### config.mk
export PLATFORM = sky130hd
export DESIGN_NAME = layer_compositor
export DESIGN_NICKNAME = d
export VERILOG_FILES = /design/src/rtl/layer_compositor_pkg.sv /design/src/rtl/sprite_hit.sv /design/src/rtl/layer_compositor.sv
export SDC_FILE = /design/constraint.sdc
export NUM_CORES = 2
export LEC_CHECK = 0
export ABC_AREA = 0
export BUFFER_PORTS_ARGS = -buffer_cell sky130_fd_sc_hd__buf_2
export CAP_MARGIN = 20
export CORE_MARGIN = 2
export CORE_UTILIZATION = 45
export CTS_CLUSTER_DIAMETER = 150
export DETAILED_ROUTE_END_ITERATION = 8
export PLACE_DENSITY = 0.63
export SYNTH_ARGS = -nofsm -noshare
export SYNTH_HDL_FRONTEND = slang
export SYNTH_SLANG_ARGS = --single-unit
export TNS_END_PERCENT = 5
### constraint.sdc
create_clock -name sys_clk -period 5.3 [get_ports sys_clk]
set_input_delay 1.06 -clock sys_clk [delete_from_list [all_inputs] [get_ports sys_clk]]
set_output_delay 1.06 -clock sys_clk [all_outputs]
set_load 0.05 [all_outputs]
### src/rtl/layer_compositor_pkg.sv
// Shared constants and default widths for the layer compositor.
package layer_compositor_pkg;

  localparam int unsigned DefNumSprites  = 8;
  localparam int unsigned DefScreenWidth = 10;
  localparam int unsigned DefPhyWidth    = 14;
  localparam int unsigned DefPixelWidth  = 12;
  localparam int unsigned DefSizeWidth   = 6;

  localparam logic [DefPixelWidth-1:0] ColorWhite = 12'hFFF;
  localparam logic [DefPixelWidth-1:0] ColorBlack = 12'h000;

endpackage

### src/rtl/sprite_hit.sv
// Single-channel rectangle bound compare; coordinates carry one guard bit so
// the right/bottom edges never wrap past the world size.
module sprite_hit
  import layer_compositor_pkg::*;
#(
  parameter int unsigned PHY_WIDTH  = DefPhyWidth,
  parameter int unsigned SIZE_WIDTH = DefSizeWidth
) (
  input  logic                 enable_i,
  input  logic [PHY_WIDTH:0]   px_i,
  input  logic [PHY_WIDTH:0]   py_i,
  input  logic [PHY_WIDTH-1:0] sx_i,
  input  logic [PHY_WIDTH-1:0] sy_i,
  input  logic [SIZE_WIDTH-1:0] w_i,
  input  logic [SIZE_WIDTH-1:0] h_i,
  output logic                 hit_o
);

  localparam int unsigned ExtWidth = PHY_WIDTH + 1;

  logic [PHY_WIDTH:0] sx_ext, sy_ext, x_end, y_end;

  assign sx_ext = {1'b0, sx_i};
  assign sy_ext = {1'b0, sy_i};
  assign x_end  = sx_ext + ExtWidth'(w_i);
  assign y_end  = sy_ext + ExtWidth'(h_i);

  // A zero width/height makes the half-open interval empty.
  assign hit_o = enable_i && (px_i >= sx_ext) && (px_i < x_end) &&
                 (py_i >= sy_ext) && (py_i < y_end);

endmodule

### src/rtl/layer_compositor.sv
// Two-stage sprite compositor: stage 1 registers per-channel hits, stage 2
// picks the lowest-index colour. Tracks channel-0 collisions per frame.
module layer_compositor
  import layer_compositor_pkg::*;
#(
  parameter int unsigned NUM_SPRITES  = DefNumSprites,
  parameter int unsigned SCREEN_WIDTH = DefScreenWidth,
  parameter int unsigned PHY_WIDTH    = DefPhyWidth,
  parameter int unsigned PIXEL_WIDTH  = DefPixelWidth,
  parameter int unsigned SIZE_WIDTH   = DefSizeWidth,
  parameter logic [PIXEL_WIDTH-1:0] BG_COLOR = PIXEL_WIDTH'(ColorWhite),
  localparam int unsigned IdxWidth = (NUM_SPRITES > 1) ? $clog2(NUM_SPRITES) : 1
) (
  input  logic                    sys_clk,
  input  logic                    sys_rst_n,
  input  logic                    video_on,
  input  logic [SCREEN_WIDTH-1:0] x,
  input  logic [SCREEN_WIDTH-1:0] y,
  input  logic                    frame_start,
  input  logic [PHY_WIDTH-1:0]    camera_offset,
  input  logic                    cfg_we,
  input  logic [IdxWidth-1:0]     cfg_idx,
  input  logic [PHY_WIDTH-1:0]    cfg_x,
  input  logic [PHY_WIDTH-1:0]    cfg_y,
  input  logic [SIZE_WIDTH-1:0]   cfg_w,
  input  logic [SIZE_WIDTH-1:0]   cfg_h,
  input  logic [PIXEL_WIDTH-1:0]  cfg_color,
  input  logic                    cfg_enable,
  output logic [PIXEL_WIDTH-1:0]  rgb,
  output logic                    rgb_valid,
  output logic [NUM_SPRITES-1:0]  collision,
  output logic                    collision_valid
);

  localparam int unsigned ExtWidth = PHY_WIDTH + 1;

  logic [PHY_WIDTH-1:0]   sh_x_q     [NUM_SPRITES];
  logic [PHY_WIDTH-1:0]   sh_y_q     [NUM_SPRITES];
  logic [SIZE_WIDTH-1:0]  sh_w_q     [NUM_SPRITES];
  logic [SIZE_WIDTH-1:0]  sh_h_q     [NUM_SPRITES];
  logic [PIXEL_WIDTH-1:0] sh_color_q [NUM_SPRITES];
  logic [NUM_SPRITES-1:0] sh_en_q;

  logic [PHY_WIDTH-1:0]   act_x_q     [NUM_SPRITES];
  logic [PHY_WIDTH-1:0]   act_y_q     [NUM_SPRITES];
  logic [SIZE_WIDTH-1:0]  act_w_q     [NUM_SPRITES];
  logic [SIZE_WIDTH-1:0]  act_h_q     [NUM_SPRITES];
  logic [PIXEL_WIDTH-1:0] act_color_q [NUM_SPRITES];
  logic [NUM_SPRITES-1:0] act_en_q;
  logic [PHY_WIDTH-1:0]   cam_q;

  logic [PHY_WIDTH:0]     px, py;
  logic [NUM_SPRITES-1:0] hit_d, hit_q;
  logic                   vid1_q;
  logic [PIXEL_WIDTH-1:0] pix_d, rgb_q;
  logic                   rgb_valid_q;
  logic [NUM_SPRITES-1:0] coll_hits, sticky_d, sticky_q, collision_q;
  logic                   collision_valid_q;
  logic                   cfg_ok;

  assign cfg_ok = cfg_we && (32'(cfg_idx) < NUM_SPRITES);

  // Shadow writes land regardless of frame_start; the active copy below
  // samples the pre-write shadow, deferring a coincident write by one frame.
  always_ff @(posedge sys_clk or negedge sys_rst_n) begin
    if (!sys_rst_n) begin
      for (int i = 0; i < NUM_SPRITES; i++) begin
        sh_x_q[i]      <= '0;
        sh_y_q[i]      <= '0;
        sh_w_q[i]      <= '0;
        sh_h_q[i]      <= '0;
        sh_color_q[i]  <= '0;
        act_x_q[i]     <= '0;
        act_y_q[i]     <= '0;
        act_w_q[i]     <= '0;
        act_h_q[i]     <= '0;
        act_color_q[i] <= '0;
      end
      sh_en_q  <= '0;
      act_en_q <= '0;
      cam_q    <= '0;
    end else begin
      if (cfg_ok) begin
        sh_x_q[cfg_idx]     <= cfg_x;
        sh_y_q[cfg_idx]     <= cfg_y;
        sh_w_q[cfg_idx]     <= cfg_w;
        sh_h_q[cfg_idx]     <= cfg_h;
        sh_color_q[cfg_idx] <= cfg_color;
        sh_en_q[cfg_idx]    <= cfg_enable;
      end
      if (frame_start) begin
        for (int i = 0; i < NUM_SPRITES; i++) begin
          act_x_q[i]     <= sh_x_q[i];
          act_y_q[i]     <= sh_y_q[i];
          act_w_q[i]     <= sh_w_q[i];
          act_h_q[i]     <= sh_h_q[i];
          act_color_q[i] <= sh_color_q[i];
        end
        act_en_q <= sh_en_q;
        cam_q    <= camera_offset;
      end
    end
  end

  assign px = ExtWidth'(x);
  assign py = ExtWidth'(y) + {1'b0, cam_q};

  for (genvar g = 0; g < NUM_SPRITES; g++) begin : gen_hit
    sprite_hit #(
      .PHY_WIDTH  (PHY_WIDTH),
      .SIZE_WIDTH (SIZE_WIDTH)
    ) u_sprite_hit (
      .enable_i (act_en_q[g]),
      .px_i     (px),
      .py_i     (py),
      .sx_i     (act_x_q[g]),
      .sy_i     (act_y_q[g]),
      .w_i      (act_w_q[g]),
      .h_i      (act_h_q[g]),
      .hit_o    (hit_d[g])
    );
  end

  // Descending scan so the lowest-index hitting channel wins.
  always_comb begin
    pix_d = BG_COLOR;
    for (int i = NUM_SPRITES - 1; i >= 0; i--) begin
      if (hit_q[i]) pix_d = act_color_q[i];
    end
    if (!vid1_q) pix_d = PIXEL_WIDTH'(ColorBlack);
  end

  always_comb begin
    coll_hits = '0;
    for (int k = 1; k < NUM_SPRITES; k++) begin
      coll_hits[k] = vid1_q && hit_q[0] && hit_q[k];
    end
    // Hits arriving on the frame_start cycle seed the next frame.
    sticky_d = frame_start ? coll_hits : (sticky_q | coll_hits);
  end

  always_ff @(posedge sys_clk or negedge sys_rst_n) begin
    if (!sys_rst_n) begin
      hit_q             <= '0;
      vid1_q            <= 1'b0;
      rgb_q             <= '0;
      rgb_valid_q       <= 1'b0;
      sticky_q          <= '0;
      collision_q       <= '0;
      collision_valid_q <= 1'b0;
    end else begin
      hit_q             <= hit_d;
      vid1_q            <= video_on;
      rgb_q             <= pix_d;
      rgb_valid_q       <= vid1_q;
      sticky_q          <= sticky_d;
      collision_valid_q <= frame_start;
      if (frame_start) collision_q <= sticky_q;
    end
  end

  assign rgb             = rgb_q;
  assign rgb_valid       = rgb_valid_q;
  assign collision       = collision_q;
  assign collision_valid = collision_valid_q;

endmodule

==> impl_metrics.env <==
export IMPL_cp_required_ns=5.92
export IMPL_critPathKind="in -> reg"
export IMPL_synth_cell_type_count=75
export IMPL_netlist_area_leader_share_pct=46.8
export IMPL_initialDrtViolationCount=1921
export IMPL_totalNegativeSetupSlack_ns=0
export IMPL_placement_io_buffers=115
export IMPL_synth_edf_count=0
export IMPL_drc_errors=0
export IMPL_post_synth_inst_count=4183
export IMPL_max_clock_freq_mhz=214
export IMPL_cts_tree="done"
export IMPL_placed_area_um2=50700
export IMPL_drtAntennaViolNets=0
export IMPL_ys_seq_area_share_pct=46.8
export IMPL_design_area_um2=54100
export IMPL_synthesis_nets=4777
export IMPL_synth_area_per_cell_um2=11.5
export IMPL_worstMarginPinSlew_ns=1.07
export IMPL_maxCapViolCount=0
export IMPL_power_density_nw_per_um2=450
export IMPL_fin_ws_ns=0.633
export IMPL_cts_num_sinks=899
export IMPL_aggregate_global_route_resource_usage_pct=22.6
export IMPL_route_detailed_vias_per_inst=5.55
export IMPL_fp_row_count=119
export IMPL_cpPeakStageDelay_ns=0.69
export IMPL_postCtsSetupBuffers=0
export IMPL_rsz_0062_raised_after_global_routing="false"
export IMPL_timing_final_crit_share_pct=88.1
export IMPL_cts_root_buf="clkbuf_16"
export IMPL_worstSetupStartpointType="input port"
export IMPL_share_of_final_layout_standard_cells_stronger_than_drive_strength_1_pct=24.1
export IMPL_setup_viol_count_final=0
export IMPL_synth_ff_latch_count=899
export IMPL_number_of_antenna_violations_at_the_first_check_in_global_routing=5
export IMPL_path_buf_inv=3
export IMPL_coreArea_um2=106000
export IMPL_worst_setup_path_end_kind="flip-flop"
export IMPL_fp_dieW_um=331
export IMPL_dpl_hpwl_mm=84.5
export IMPL_worstPathArrival_ns=5.29
export IMPL_netlist_top_cell_by_area="dfrtp_1"
export IMPL_yosys_top_cells_area="dfrtp_1 47%, mux2_2 16%, ha_1 13%"
export IMPL_cts_hold_buffers=0
export IMPL_hold_class="in -> async"
export IMPL_timing_critical_path_slowest_stage_cell="o21ai_0"
export IMPL_cts_reportedPaths_clkPinSlew_ns=0.06
export IMPL_outcome="completed"
export IMPL_static_leakage_power_uw=0.0246
export IMPL_rr_endpoint="hit_q[2]"
export IMPL_r2r_cells=16
export IMPL_area_growth_pct=12.6
export IMPL_timing_rr_start="cam_q[0]"
export IMPL_ios=117
export IMPL_total_nets_final=4930
export IMPL_clock_tree_htree_level_count=3
export IMPL_globalplace_congestion=0.877
export IMPL_resized_after_cts=0
export IMPL_clock_insertion_delay_worst_skew_ns=0.70
export IMPL_first_pass_grt_wire_length_mm=191
export IMPL_initial_utilization_pct=45.5
export IMPL_drtPass1Iterations=6
export IMPL_critPathMostFrequentCell="ha_1"
export IMPL_min_period_ns=4.67
export IMPL_place_ws_ns=0.0218
export IMPL_wl_per_cell_um=20.9
export IMPL_path_delay_family="compound AO/OA/AOI/OAI gates"
export IMPL_timing_hold_violations_final=0
export IMPL_worstPathMaxFanout=7
export IMPL_mostFrequentLayoutCells="899 x dfrtp_1, 680 x mux2_2, 482 x ha_1"
export IMPL_first_global_vias=32500
export IMPL_layout_cells_most_common="dfrtp_1"
export IMPL_crit_path_cell_trace="buf_2 -> ha_1 -> inv_1 -> fa_1 -> nor2b_2 -> o31a_1 -> or2_1 -> a311o_2 -> nand3_1 -> xnor2_2 -> buf_4 -> ha_1 -> a21oi_1 -> nor2b_1 -> o21ai_0 -> o311a_1 -> and4_1"
export IMPL_synth_async_reset_ratio_pct=100
export IMPL_synth_warnings=0
export IMPL_dieHeight_um=331
export IMPL_postSynth_topFlopCell="dfrtp_1"
export IMPL_total_die_area_um2=109000
export IMPL_clockBufferDepth=3
export IMPL_num_vias=32200
export IMPL_grt_max_degree=122
export IMPL_slew_limit_headroom_pct=28.5
export IMPL_overflow=0
export IMPL_r2r_setup_slack_ns=0.76
export IMPL_mapped_area_um2=48000
export IMPL_totalWireLength_mm=121
export IMPL_maximum_clock_skew_at_final_layout_ns=0.0378
export IMPL_numCtsBuffers=98
export IMPL_peakVddDrop_mv=0.309
export IMPL_drv_slew=0
-- worst reg2reg max path, stage by stage, from the launching register on --
cell and delay [ns]:
dfrtp_1 0.38, ha_1 0.20, inv_1 0.07, fa_1 0.24
nor2b_2 0.07, o31a_1 0.29, or2_1 0.27, a311o_2 0.47
nand3_1 0.15, xnor2_2 0.21, buf_4 0.25, ha_1 0.26
a21oi_1 0.15, nor2b_1 0.05, o21ai_0 0.69, o311a_1 0.51
and4_1 0.24
-- flip-flops by register name (all words and copies together) (netlist names), 7 cells and up --
name / count
act_en_q: 8
act_color_q: 96
sh_y_q: 112
collision: 7
sh_h_q: 48
sh_en_q: 8
act_w_q: 48
sh_x_q: 112
sticky_q: 7
sh_w_q: 48
act_y_q: 112
hit_q: 8
cam_q: 14
rgb: 12
act_h_q: 48
act_x_q: 112
sh_color_q: 96
-- metal layers --
metal | global-route usage, % | part of all wire (%) | routed length [um]
met3 | 2.75 | 3.5 | 4290
met2 | 37.4 | 47 | 57500
met5 | 0 | 0 | 0
met1 | 31.4 | 47 | 56400
met4 | 5.85 | 2.4 | 2900
-- layout make-up --
class | instances | area (um^2)
fill | 9309 | 51500
multi-input combinational | 2896 | 24200
sequential | 899 | 22500
clock buffer | 140 | 2810
tap | 1391 | 1740
timing repair buffer | 192 | 1340
inverter | 249 | 937
clock inverter | 36 | 598
antenna | 1 | 2.50
-- through the flow --
stage          power (uW)  hold WS, ns  utilization, %  std cells
4_1_cts             24500        0.434            51.2       5803
3_5_place_dp        17200        0.459            48.0       5627
3_3_place_gp        17000        0.454            48.0       5627
5_1_grt             26000        0.444            51.2       5803
6_report            24400        0.457            51.2       5804
2_1_floorplan       14700        0.394               -       4183
-- cells by family (layout without fill, tap and decap cells) --
group / Yosys count / in the layout / share of synthesized area [%]
flops: 899 / 899 / 46.8
buf+inv: 388 / 617 / 3.06
xor+xnor: 167 / 167 / 3.04
other cells: 1 / 2 / 0.00781
compound gates: 839 / 839 / 10.5
mux: 696 / 696 / 16.3
fa+ha+maj: 499 / 499 / 13.3
simple gates: 694 / 694 / 6.98
-- synth_stat cells (14+ instances only) --
master     instances
nand2b_1          46
a211oi_1          40
o2111ai_1         15
and3_1            20
nor3_1            57
o21bai_1          23
mux2_2           680
nand2_1          296
xnor2_1          139
a21oi_1          207
nor2_1            82
a221oi_1          14
fa_1              17
a21o_1            88
o211ai_1          17
ha_1             482
o21ai_0          342
nand3_1           47
mux2i_1           16
dfrtp_1          899
nand4_1           43
clkbuf_1         123
a31oi_1           17
nor2b_1           42
xor2_1            28
inv_1            248
-- worst max path at each step --
stage | from | end | depth (start not counted) | slack, ns
after detailed placement | y[0] | hit_q[2] | 17 | 0.02
after floorplan | y[0] | hit_q[5] | 14 | 0.49
after global routing | y[0] | hit_q[2] | 17 | 0.52
after CTS | y[0] | hit_q[2] | 17 | 0.74
final | y[0] | hit_q[2] | 17 | 0.63
after global placement | y[0] | hit_q[2] | 17 | 0.1
-- power breakdown --
part	switching [uW]	internal, uW
registers	930	8370
clock network	2920	4290
logic	4240	3620
(Power assumes the default switching activity.)
